$ cat src/rtl/rf_wb_pkg.sv
// Shared types for the register-file writeback queue.
// Entry layout, producer ids and default widths.
package rf_wb_pkg;

    localparam int RF_XLEN  = 32;
    localparam int RF_AW    = 5;
    localparam int RF_DEPTH = 4;

    typedef struct packed {
        logic [RF_AW-1:0]   rd;
        logic [RF_XLEN-1:0] data;
    } wb_entry_t;

    localparam int ENTRY_W = $bits(wb_entry_t);

    typedef enum logic [1:0] {
        SRC_ALU,
        SRC_LD,
        SRC_MD
    } src_e;

    // Two writes to the same real register cannot share a cycle.
    function automatic logic rd_conflict(
        input logic [RF_AW-1:0] a,
        input logic [RF_AW-1:0] b
    );
        return (a == b) && (a != '0);
    endfunction

endpackage

$ cat src/rtl/wb_queue_mem.sv
// Storage array for the writeback queue.
// Three append ports from tail, two read ports from head.
module wb_queue_mem
    import rf_wb_pkg::*;
#(
    parameter int DEPTH = RF_DEPTH,
    parameter int PW    = $clog2(DEPTH)
) (
    input  logic                     clk,
    input  logic [PW-1:0]            tail_i,
    input  logic [2:0]               wen_i,
    input  wb_entry_t                wdata_i [3],
    input  logic [PW-1:0]            head_i,
    output wb_entry_t                rd0_o,
    output wb_entry_t                rd1_o,
    output logic [DEPTH*ENTRY_W-1:0] flat_o
);

    wb_entry_t mem_q [DEPTH];

    // Append accepted results at tail, tail+1, tail+2.
    always_ff @(posedge clk) begin
        for (int k = 0; k < 3; k++) begin
            if (wen_i[k]) begin
                mem_q[tail_i + PW'(k)] <= wdata_i[k];
            end
        end
    end

    assign rd0_o = mem_q[head_i];
    assign rd1_o = mem_q[head_i + PW'(1)];

    for (genvar i = 0; i < DEPTH; i++) begin : g_flat
        assign flat_o[i*ENTRY_W +: ENTRY_W] = mem_q[i];
    end

endmodule

$ cat src/rtl/rf_wb_queue.sv
// Writeback queue feeding regfile write ports 3 and 4.
// Merges ALU/LD/MD results in order, retires two per cycle.
module rf_wb_queue
    import rf_wb_pkg::*;
#(
    parameter int DEPTH = RF_DEPTH,
    parameter int XLEN  = RF_XLEN,
    parameter int AW    = RF_AW
) (
    input  logic                   clk,
    input  logic                   reset,
    input  logic                   alu_valid,
    output logic                   alu_ready,
    input  logic [AW-1:0]          alu_rd,
    input  logic [XLEN-1:0]        alu_data,
    input  logic                   ld_valid,
    output logic                   ld_ready,
    input  logic [AW-1:0]          ld_rd,
    input  logic [XLEN-1:0]        ld_data,
    input  logic                   md_valid,
    output logic                   md_ready,
    input  logic [AW-1:0]          md_rd,
    input  logic [XLEN-1:0]        md_data,
    output logic                   we3,
    output logic [AW-1:0]          wa3,
    output logic [XLEN-1:0]        wd3,
    output logic                   we4,
    output logic [AW-1:0]          wa4,
    output logic [XLEN-1:0]        wd4,
    input  logic [AW-1:0]          ra1,
    input  logic [AW-1:0]          ra2,
    output logic                   hit1,
    output logic                   hit2,
    output logic [XLEN-1:0]        fwd1,
    output logic [XLEN-1:0]        fwd2,
    output logic [$clog2(DEPTH):0] count
);

    localparam int PW = $clog2(DEPTH);
    localparam int CW = PW + 1;

    logic [PW-1:0] head_q, head_d;
    logic [PW-1:0] tail_q, tail_d;
    logic [CW-1:0] count_q, count_d;
    logic [CW-1:0] free;

    logic          acc_alu, acc_ld, acc_md;
    logic [1:0]    n_acc, n_ret, slot;
    logic          ret3, ret4;

    wb_entry_t     alu_e, ld_e, md_e;
    wb_entry_t     wdata [3];
    src_e          wsrc [3];
    logic [2:0]    wen;
    wb_entry_t     e0, e1;
    wb_entry_t     ents [DEPTH];
    logic [DEPTH*ENTRY_W-1:0] flat;

    assign alu_e = '{rd: alu_rd, data: alu_data};
    assign ld_e  = '{rd: ld_rd,  data: ld_data};
    assign md_e  = '{rd: md_rd,  data: md_data};

    // Space is judged on registered occupancy only.
    assign free = CW'(DEPTH) - count_q;

    // Fixed priority ALU > LD > MD over the free slots.
    always_comb begin
        alu_ready = 1'b0;
        ld_ready  = 1'b0;
        md_ready  = 1'b0;
        if (!reset) begin
            alu_ready = free >= CW'(1);
            ld_ready  = free >= CW'(1) + CW'(alu_valid);
            md_ready  = free >= CW'(1) + CW'(alu_valid)
                              + CW'(ld_valid);
        end
    end

    assign acc_alu = alu_valid & alu_ready;
    assign acc_ld  = ld_valid  & ld_ready;
    assign acc_md  = md_valid  & md_ready;
    assign n_acc   = 2'(acc_alu) + 2'(acc_ld) + 2'(acc_md);

    // Pack this cycle's acceptances into consecutive slots.
    always_comb begin
        wen  = '0;
        slot = '0;
        for (int k = 0; k < 3; k++) begin
            wsrc[k] = SRC_ALU;
        end
        if (acc_alu) begin
            wen[slot]  = 1'b1;
            wsrc[slot] = SRC_ALU;
            slot       = slot + 2'd1;
        end
        if (acc_ld) begin
            wen[slot]  = 1'b1;
            wsrc[slot] = SRC_LD;
            slot       = slot + 2'd1;
        end
        if (acc_md) begin
            wen[slot]  = 1'b1;
            wsrc[slot] = SRC_MD;
        end
    end

    // Route each slot's producer onto its write port.
    always_comb begin
        for (int k = 0; k < 3; k++) begin
            wdata[k] = alu_e;
            unique case (wsrc[k])
                SRC_ALU: wdata[k] = alu_e;
                SRC_LD:  wdata[k] = ld_e;
                SRC_MD:  wdata[k] = md_e;
                default: wdata[k] = alu_e;
            endcase
        end
    end

    wb_queue_mem #(
        .DEPTH (DEPTH),
        .PW    (PW)
    ) u_mem (
        .clk     (clk),
        .tail_i  (tail_q),
        .wen_i   (wen),
        .wdata_i (wdata),
        .head_i  (head_q),
        .rd0_o   (e0),
        .rd1_o   (e1),
        .flat_o  (flat)
    );

    for (genvar i = 0; i < DEPTH; i++) begin : g_ents
        assign ents[i] = flat[i*ENTRY_W +: ENTRY_W];
    end

    // Head always retires; second entry waits on a same-rd clash.
    always_comb begin
        ret3 = 1'b0;
        ret4 = 1'b0;
        if (!reset) begin
            ret3 = count_q >= CW'(1);
            ret4 = (count_q >= CW'(2))
                && !rd_conflict(e0.rd, e1.rd);
        end
    end

    assign n_ret = 2'(ret3) + 2'(ret4);

    // x0 entries use a slot but never write.
    always_comb begin
        we3 = ret3 && (e0.rd != '0);
        wa3 = ret3 ? e0.rd   : '0;
        wd3 = ret3 ? e0.data : '0;
        we4 = ret4 && (e1.rd != '0);
        wa4 = ret4 ? e1.rd   : '0;
        wd4 = ret4 ? e1.data : '0;
    end

    // Walk oldest to youngest so the youngest match wins.
    always_comb begin
        hit1 = 1'b0;
        hit2 = 1'b0;
        fwd1 = '0;
        fwd2 = '0;
        for (int i = 0; i < DEPTH; i++) begin
            if (CW'(i) < count_q) begin
                if (ra1 != '0 && ents[head_q + PW'(i)].rd == ra1) begin
                    hit1 = 1'b1;
                    fwd1 = ents[head_q + PW'(i)].data;
                end
                if (ra2 != '0 && ents[head_q + PW'(i)].rd == ra2) begin
                    hit2 = 1'b1;
                    fwd2 = ents[head_q + PW'(i)].data;
                end
            end
        end
        if (reset) begin
            hit1 = 1'b0;
            hit2 = 1'b0;
            fwd1 = '0;
            fwd2 = '0;
        end
    end

    assign head_d  = head_q + PW'(n_ret);
    assign tail_d  = tail_q + PW'(n_acc);
    assign count_d = count_q + CW'(n_acc) - CW'(n_ret);

    // Pointer and occupancy state; reset drops every entry.
    always_ff @(posedge clk) begin
        if (reset) begin
            head_q  <= '0;
            tail_q  <= '0;
            count_q <= '0;
        end else begin
            head_q  <= head_d;
            tail_q  <= tail_d;
            count_q <= count_d;
        end
    end

    assign count = count_q;

endmodule

$ cat config.mk
export PLATFORM = sky130hd
export DESIGN_NAME = rf_wb_queue
export DESIGN_NICKNAME = d
export VERILOG_FILES = /design/src/rtl/rf_wb_pkg.sv /design/src/rtl/wb_queue_mem.sv /design/src/rtl/rf_wb_queue.sv
export SDC_FILE = /design/constraint.sdc
export NUM_CORES = 1
export LEC_CHECK = 0
export BUFFER_PORTS_ARGS = -buffer_cell sky130_fd_sc_hd__buf_4
export CORE_MARGIN = 8
export CORE_UTILIZATION = 35
export CTS_BUF_LIST = sky130_fd_sc_hd__clkbuf_2
export DETAILED_ROUTE_END_ITERATION = 12
export SLEW_MARGIN = 20
export SYNTH_ARGS = -nofsm -noshare
export SYNTH_HDL_FRONTEND = slang
export SYNTH_HIERARCHICAL = 1
export SYNTH_SLANG_ARGS = --single-unit
$ cat constraint.sdc
create_clock -name clk -period 6.2 [get_ports clk]
set_clock_uncertainty 0.1 [all_clocks]
set_input_delay 1.24 -clock clk [delete_from_list [all_inputs] [get_ports clk]]
set_output_delay 1.24 -clock clk [all_outputs]
set_load 0.02 [all_outputs]
==> flow_metrics.py, run 1 <==
metrics = {
    "synthesis": {
        "yosysWarnings": 6,
        "yosysUniqueCellTypes": 68,
        "avgSynthCellArea_um2": 8.770,
        "synth_edf_count": 148,
        "synthCells": 2198,
        "synth.cell_area_um2": 19280,
        "synth_ff_type": "edfxtp_1",
        "ys_seq_area_share_pct": 23.78,
        "synth_nets": 2344,
        "synth-async-reset-ratio_pct": 0,
        "ys_seq_elements": 155,
    },
    "critical_path": {
        "r2r_end": "count[2]",
        "cp.arrival_ps": 4580,
        "crit_end": "fwd1[6]",
        "critPathLaunchType": "register",
        "worstReg2RegStart": "head_q[0]",
        "startpoint": "head_q[1]",
        "critical_path_required_ps": 4860,
        "crit_fanout": 35,
        "reg2reg_depth": 13,
        "rrSetupSlack_ps": 1420,
        "crit_type": "register to output port",
        "cp-end-kind": "output port",
    },
    "pwr": {
        "leakage_nw": 8.664,
        "power_mw": 10.38,
        "power_density_nw_per_um2": 474.8,
        "clockPowerShare_pct": 5.1,
        "peakVddDrop_mv": 0.3554,
        "pwr-share-comb_pct": 70.7,
        "seqPwrFrac_pct": 24.1,
        "power.share.switching_pct": 53.38,
        "p_sw_mw": 5.544,
        "p_int_mw": 4.841,
    },
    "sta": {
        "finalCriticalPeriod_ps": 5918,
        "relSlewSlack_pct": 30.48,
        "fmax_ghz": 0.1690,
        "fin_setup_tns_ps": 0,
        "grt_setup_unrepaired": "no",
        "hold_violations": 0,
        "fin_crit_sh_pct": 95.45,
        "fin_ws_ps": 282.1,
        "tightest_slew_ps": 1043,
        "drv_slew": 0,
        "setup_viol": 0,
    },
    "floorplan": {
        "fp.dieH_um": 250.7,
        "ioPinCount": 274,
        "die_area_um2": 62840,
        "rows": 86,
        "core_um2": 54770,
        "dieWidth_um": 250.7,
        "initial_core_util_pct": 35.19,
    },
    "global_route": {
        "grt_pass1_wl_um": 120500,
        "grt_max_degree": 173,
        "antenna_found_initial": 2,
        "grt_usage_pct": 24.70,
        "grt_pass1_vias": 17504,
        "overflow": 0,
    },
    "drt": {
        "drt-total-wl_um": 82160,
        "wire_per_inst_um": 27.13,
        "via_count": 19247,
        "drc_errors": 0,
        "drt_iter0_drc": 2795,
        "via_per_inst": 6.354,
        "dr.pass1.iters": 8,
        "ant_nets": 0,
    },
    "finish": {
        "mostFrequentLayoutCells": "nand2_1 (366), buf_4 (326), nor2_1 (199), mux2i_1 (192), a31oi_1 (152)",
        "drive_gt1_share_pct": 25.95,
        "num-fill-cells": 5359,
        "fin_util_pct": 39.93,
        "stdcell_count": 3029,
        "syn2layout_area_growth_pct": 13.46,
        "nNetsFinal": 2457,
        "layout_commonest_cell": "nand2_1",
    },
    "clocking": {
        "cts_tree": "built",
        "clkSinkCount": 155,
        "clockRootBuffer": "clkbuf_2",
        "cts_hold_buf": 0,
        "cts_max_level": 4,
        "clk_pin_slew_worst_paths_ps": 270,
        "cts_buffers": 17,
        "clock_path_buffers": 2,
        "clock_latency_ps": 780,
    },
    "min_path": {
        "worstHoldPathType": "primary input to register",
    },
    "placed_design": {
        "place_worst_setup_slack_ps": 691.8,
        "dp_hpwl_um": 59900,
        "gp_congestion": 0.8920,
        "dpl.cell_count": 2995,
        "numPortBuffers": 273,
    },
    "run_status": {
        "status": "complete, no violations",
    },
    "flow_run": {
        "cap_violations": 0,
    },
}
timing repair:
item,4_1_cts,5_1_grt
endpoints found under the setup margin,0,6
gates resized for setup,0,0
setup buffers,0,0
routing by layer:
layer  global-route usage (%)  vias up  share of wire [%]
li1                         -     8570                  -
met1                    37.72     9474                 46
met2                    35.12     1107                 42
met3                    4.809       96                9.5
met4                    5.720        0                2.4
met5                        0        -                  0
Yosys cell counts, drive strengths merged (32+ instances only):
cell / n / area share [%]
a21o: 66 / 2.6
a21oi: 51 / 1.3
a22o: 37 / 1.7
a22oi: 37 / 1.4
a31oi: 152 / 4.9
and2: 42 / 1.4
and3: 37 / 1.2
buf: 114 / 3.7
clkbuf: 125 / 2.4
edfxtp: 148 / 23
mux2: 69 / 4.0
mux2i: 192 / 10
mux4: 96 / 11
nand2: 367 / 7.1
nand3: 40 / 1.1
nor2: 202 / 4.0
nor3: 39 / 1.1
nor3b: 32 / 1.3
o211ai: 59 / 2.3
o21ai: 40 / 1.1
o32ai: 35 / 2.4
xnor2: 41 / 1.9
worst max-delay path, stage by stage (launching register included):
cell,delay [ps]
dfxtp_4,710
mux4_2,620
xnor2_1,190
nand4_1,330
o21ai_1,270
or2_1,810
buf_4,370
o221ai_1,260
buf_4,240
through the flow:
stage | hold slack, ps | cell area [um^2]
final | 810.1 | 21870
after global routing | 759.8 | 21870
after global placement | 724.5 | 21640
after CTS | 736.6 | 21860
after detailed placement | 762.3 | 21640
after floorplan | 515.3 | 19280
kinds of logic after synthesis:
family                   after synthesis  synth area share, %
flip-flops                           155                23.78
XOR/XNOR                              45                2.045
AND/OR/NAND/NOR                      807                18.95
multiplexers                         357                25.22
buffers and inverters                259                6.523
AO/OA/AOI/OAI                        554                22.02
adder cells (fa/ha/maj)               21                1.467
registers in the layout, summed over array words and instances (netlist names):
register and count:
head_q 2, tail_q 2, u_mem/mem_q 148, count 3
area by class of cell:
type	count	area [um^2]	share of cell area, %
flip-flops and latches	155	4592	21.00
clock buffers	18	90.09	0.4119
repair buffers	332	2567	11.74
clock inverters	14	128.9	0.5892
well taps	704	880.8	4.027
multi-input cells	1785	13530	61.87
diodes	1	2.502	0.01144
inverters	20	77.57	0.3547
how the worst min path moves through the flow:
| stage | start | to | slack (ps) | cells past startpoint |
|---|---|---|---|---|
| 2_1_floorplan | head_q[0] | head_q[0] | 520 | 2 |
| 3_3_place_gp | count[0] | count[0] | 720 | 2 |
| 3_5_place_dp | count[0] | count[0] | 760 | 2 |
| 4_1_cts | reset | tail_q[0] | 740 | 3 |
| 5_1_grt | reset | count[2] | 760 | 3 |
| 6_report | reset | tail_q[0] | 810 | 3 |
power groups by stage:
stage	clock [mW]	combinational [mW]	sequential, mW
after global placement	0	7.14	2.45
final	0.533	7.34	2.51
after detailed placement	0	7.20	2.50
after CTS	0.545	7.22	2.47
after floorplan	0	5.18	2.10
after global routing	0.580	7.76	2.56
Note: power is estimated with default switching activity, not from simulation.
==> run 2, diff against run 1 <==
--- a/config.mk
+++ b/config.mk
@@ -5,12 +5,13 @@
 export SDC_FILE = /design/constraint.sdc
 export NUM_CORES = 1
 export LEC_CHECK = 0
+export ABC_AREA = 1
 export BUFFER_PORTS_ARGS = -buffer_cell sky130_fd_sc_hd__buf_4
 export CORE_MARGIN = 8
 export CORE_UTILIZATION = 35
 export CTS_BUF_LIST = sky130_fd_sc_hd__clkbuf_2
 export DETAILED_ROUTE_END_ITERATION = 12
-export SLEW_MARGIN = 20
+export SLEW_MARGIN = 15
 export SYNTH_ARGS = -nofsm -noshare
 export SYNTH_HDL_FRONTEND = slang
 export SYNTH_HIERARCHICAL = 1
==> run 2 against run 1 <==
Synthesized cell count up 77%. Area after synthesis rose by 9.5%. Core utilization is 0.97 points lower. Critical path depth rose by 5. Power is 0.90% lower. Design area rose by 6.9%. Critical path type unchanged. Largest cell class unchanged. Largest power group unchanged.
==> flow_metrics.py, run 2 <==
metrics = {
    "clocking": {
        "clock_path_buffers": 2,
        "cts_hold_buf": 0,
        "cts_tree": "built",
        "clkSinkCount": 155,
        "cts_buffers": 17,
        "post_cts_resized": 0,
        "clockRootBuffer": "clkbuf_2",
        "clk_pin_slew_worst_paths_ps": 310,
        "cts_max_level": 4,
        "clock_latency_ps": 770,
        "postCtsSetupRepairBufs": 0,
    },
    "drt": {
        "drc_errors": 0,
        "via_count": 24765,
        "drt-total-wl_um": 84370,
        "ant_nets": 0,
        "via_per_inst": 5.207,
        "dr.pass1.iters": 6,
        "drt_iter0_drc": 3761,
        "wire_per_inst_um": 17.74,
    },
    "critical_path": {
        "critical_path_required_ps": 4860,
        "crit_type": "register to output port",
        "slowest_stage": "nand3_2",
        "crit_fanout": 39,
        "critPathLaunchType": "register",
        "cp.arrival_ps": 4240,
        "cp-end-kind": "output port",
        "crit_path_cell_trace": "inv_1 > buf_4 > a21oi_1 > o21ai_0 > nand2_1 > inv_1 > nand3_1 > nor3_1 > nor3_1 > nand4_1 > nand3_2 > nor2_1 > buf_4",
        "cpPeakStageDelay_ps": 680,
    },
    "pwr": {
        "peakVddDrop_mv": 0.2070,
        "power_mw": 10.29,
        "power_density_nw_per_um2": 440.0,
        "pwr-share-comb_pct": 73.2,
        "clockPowerShare_pct": 5.4,
        "seqPwrFrac_pct": 21.4,
        "p_int_mw": 4.102,
        "leakage_nw": 11.61,
        "p_sw_mw": 6.189,
        "power.share.switching_pct": 60.14,
    },
    "sta": {
        "finalCriticalPeriod_ps": 5576,
        "fin_crit_sh_pct": 89.93,
        "grt_setup_unrepaired": "no",
        "tightest_slew_ps": 1009,
        "drv_slew": 0,
        "setup_viol": 0,
        "fin_setup_tns_ps": 0,
        "fmax_ghz": 0.1793,
        "hold_violations": 0,
        "holdWs_ps": 709.5,
        "relSlewSlack_pct": 32.58,
    },
    "floorplan": {
        "die_area_um2": 68400,
        "dieWidth_um": 261.5,
        "core_um2": 60020,
        "rows": 90,
        "initial_core_util_pct": 35.15,
        "ioPinCount": 274,
        "fp.dieH_um": 261.5,
    },
    "synthesis": {
        "post-synth-top-area-cell": "nand2_1",
        "ys_seq_area_share_pct": 21.73,
        "yosysUniqueCellTypes": 34,
        "synthCells": 3897,
        "yosysMostFrequentCell": "nand2_1",
        "ys_seq_elements": 155,
        "yosys-top-cells-count": "nand2_1 (1476), nor2_1 (416), inv_1 (412)",
        "synth_ff_type": "edfxtp_1",
        "synth_area_leaders": "nand2_1 (26%), edfxtp_1 (21%), nand3_1 (9.1%)",
        "synth-async-reset-ratio_pct": 0,
        "yosysWarnings": 6,
        "synth_edf_count": 148,
        "synth_nets": 4043,
        "synth_top_area_share_pct": 26.26,
        "synth.cell_area_um2": 21100,
        "avgSynthCellArea_um2": 5.414,
    },
    "finish": {
        "layout_commonest_cell": "nand2_1",
        "regMostFlops": "u_mem/mem_q",
        "design_area_um2": 23390,
        "nNetsFinal": 4104,
        "drive_gt1_share_pct": 10.32,
        "syn2layout_area_growth_pct": 10.85,
        "largest_reg_flops": 148,
        "mostFrequentLayoutCells": "nand2_1 (1476), inv_1 (412), nor2_1 (412), nand3_1 (378), o21ai_0 (368)",
    },
    "global_route": {
        "grt_usage_pct": 23.73,
        "grt_pass1_wl_um": 130000,
        "grt_max_degree": 96,
        "antenna_found_initial": 2,
        "overflow": 0,
        "grt_pass1_vias": 21166,
    },
    "flow_run": {
        "cap_violations": 0,
    },
    "placed_design": {
        "numPortBuffers": 273,
        "gp_congestion": 0.9436,
        "dp_hpwl_um": 63650,
        "place_area_um2": 23140,
    },
    "run_status": {
        "status": "complete, no violations",
    },
    "min_path": {
        "worstHoldPathType": "register to register",
    },
}
## run 2: changes by cell type in the layout (fill, tap and decap cells not counted), moves of 96 or more
cell,delta
nand2_1,+1110
nand3_1,+340
inv_1,+395
mux4_2,-96
a31oi_1,-152
o21ai_0,+332
mux2i_1,-192
nor2_1,+213
## run 2: kinds of logic after synthesis
group                    after synthesis  share of synthesized area (%)
XOR/XNOR                              15                         0.6227
flip-flops                           155                          21.73
buffers and inverters                714                          14.92
AND/OR/NAND/NOR                     2382                          46.08
adder cells (fa/ha/maj)               20                          1.293
AO/OA/AOI/OAI                        611                          15.36
## run 2: final cells by class
type | count | area (um^2)
Clock buffer | 17 | 85.08
Inverter | 425 | 1603
Fill cell | 6630 | 36630
Sequential cell | 155 | 4592
Timing Repair Buffer | 331 | 2535
Antenna cell | 3 | 7.507
Clock inverter | 15 | 152.6
Tap cell | 782 | 978.4
Multi-Input combinational cell | 3028 | 13430
## run 2: critical path: cells and delay by family (launching register included)
family	cells	cell delay (ps)
flops	1	510
compound gates	2	160
buf+inv	4	1060
simple gates	7	1740
## run 2: worst paths after layout
path / start / end / slack (ps) / cells past startpoint
setup / recovery: head_q[1] / wd4[7] / 620 / 13
hold / removal: count[0] / count[0] / 710 / 3
setup reg to reg: head_q[1] / count[2] / 1580 / 17
hold reg to reg: count[0] / count[0] / 710 / 3
## run 2: per-layer routing
metal	vias to the layer above	part of all wire [%]	track usage, %	wire, um
met3	70	9.4	3.641	7961
met1	10958	49	37.05	41250
li1	12542	-	-	-
met2	1195	40	33.38	33610
met5	-	0	0	0
met4	0	1.8	5.374	1540
## run 2: power by group through the flow
stage	clock network (mW)	registers, mW	logic, mW
detailed placement	0	2.22	7.39
CTS	0.575	2.19	7.40
global placement	0	2.22	7.36
global route	0.616	2.25	8.39
finish	0.557	2.20	7.53
floorplan	0	1.97	5.33
## run 2: per-stage QoR
stage	std cells	utilization [%]	worst slack (ps)
CTS	4753	38.95	516.2
detailed placement	4721	38.56	1377
global placement	4721	38.56	1453
floorplan	3897	-	1126
global route	4755	38.96	227.8
finish	4756	38.97	624.1
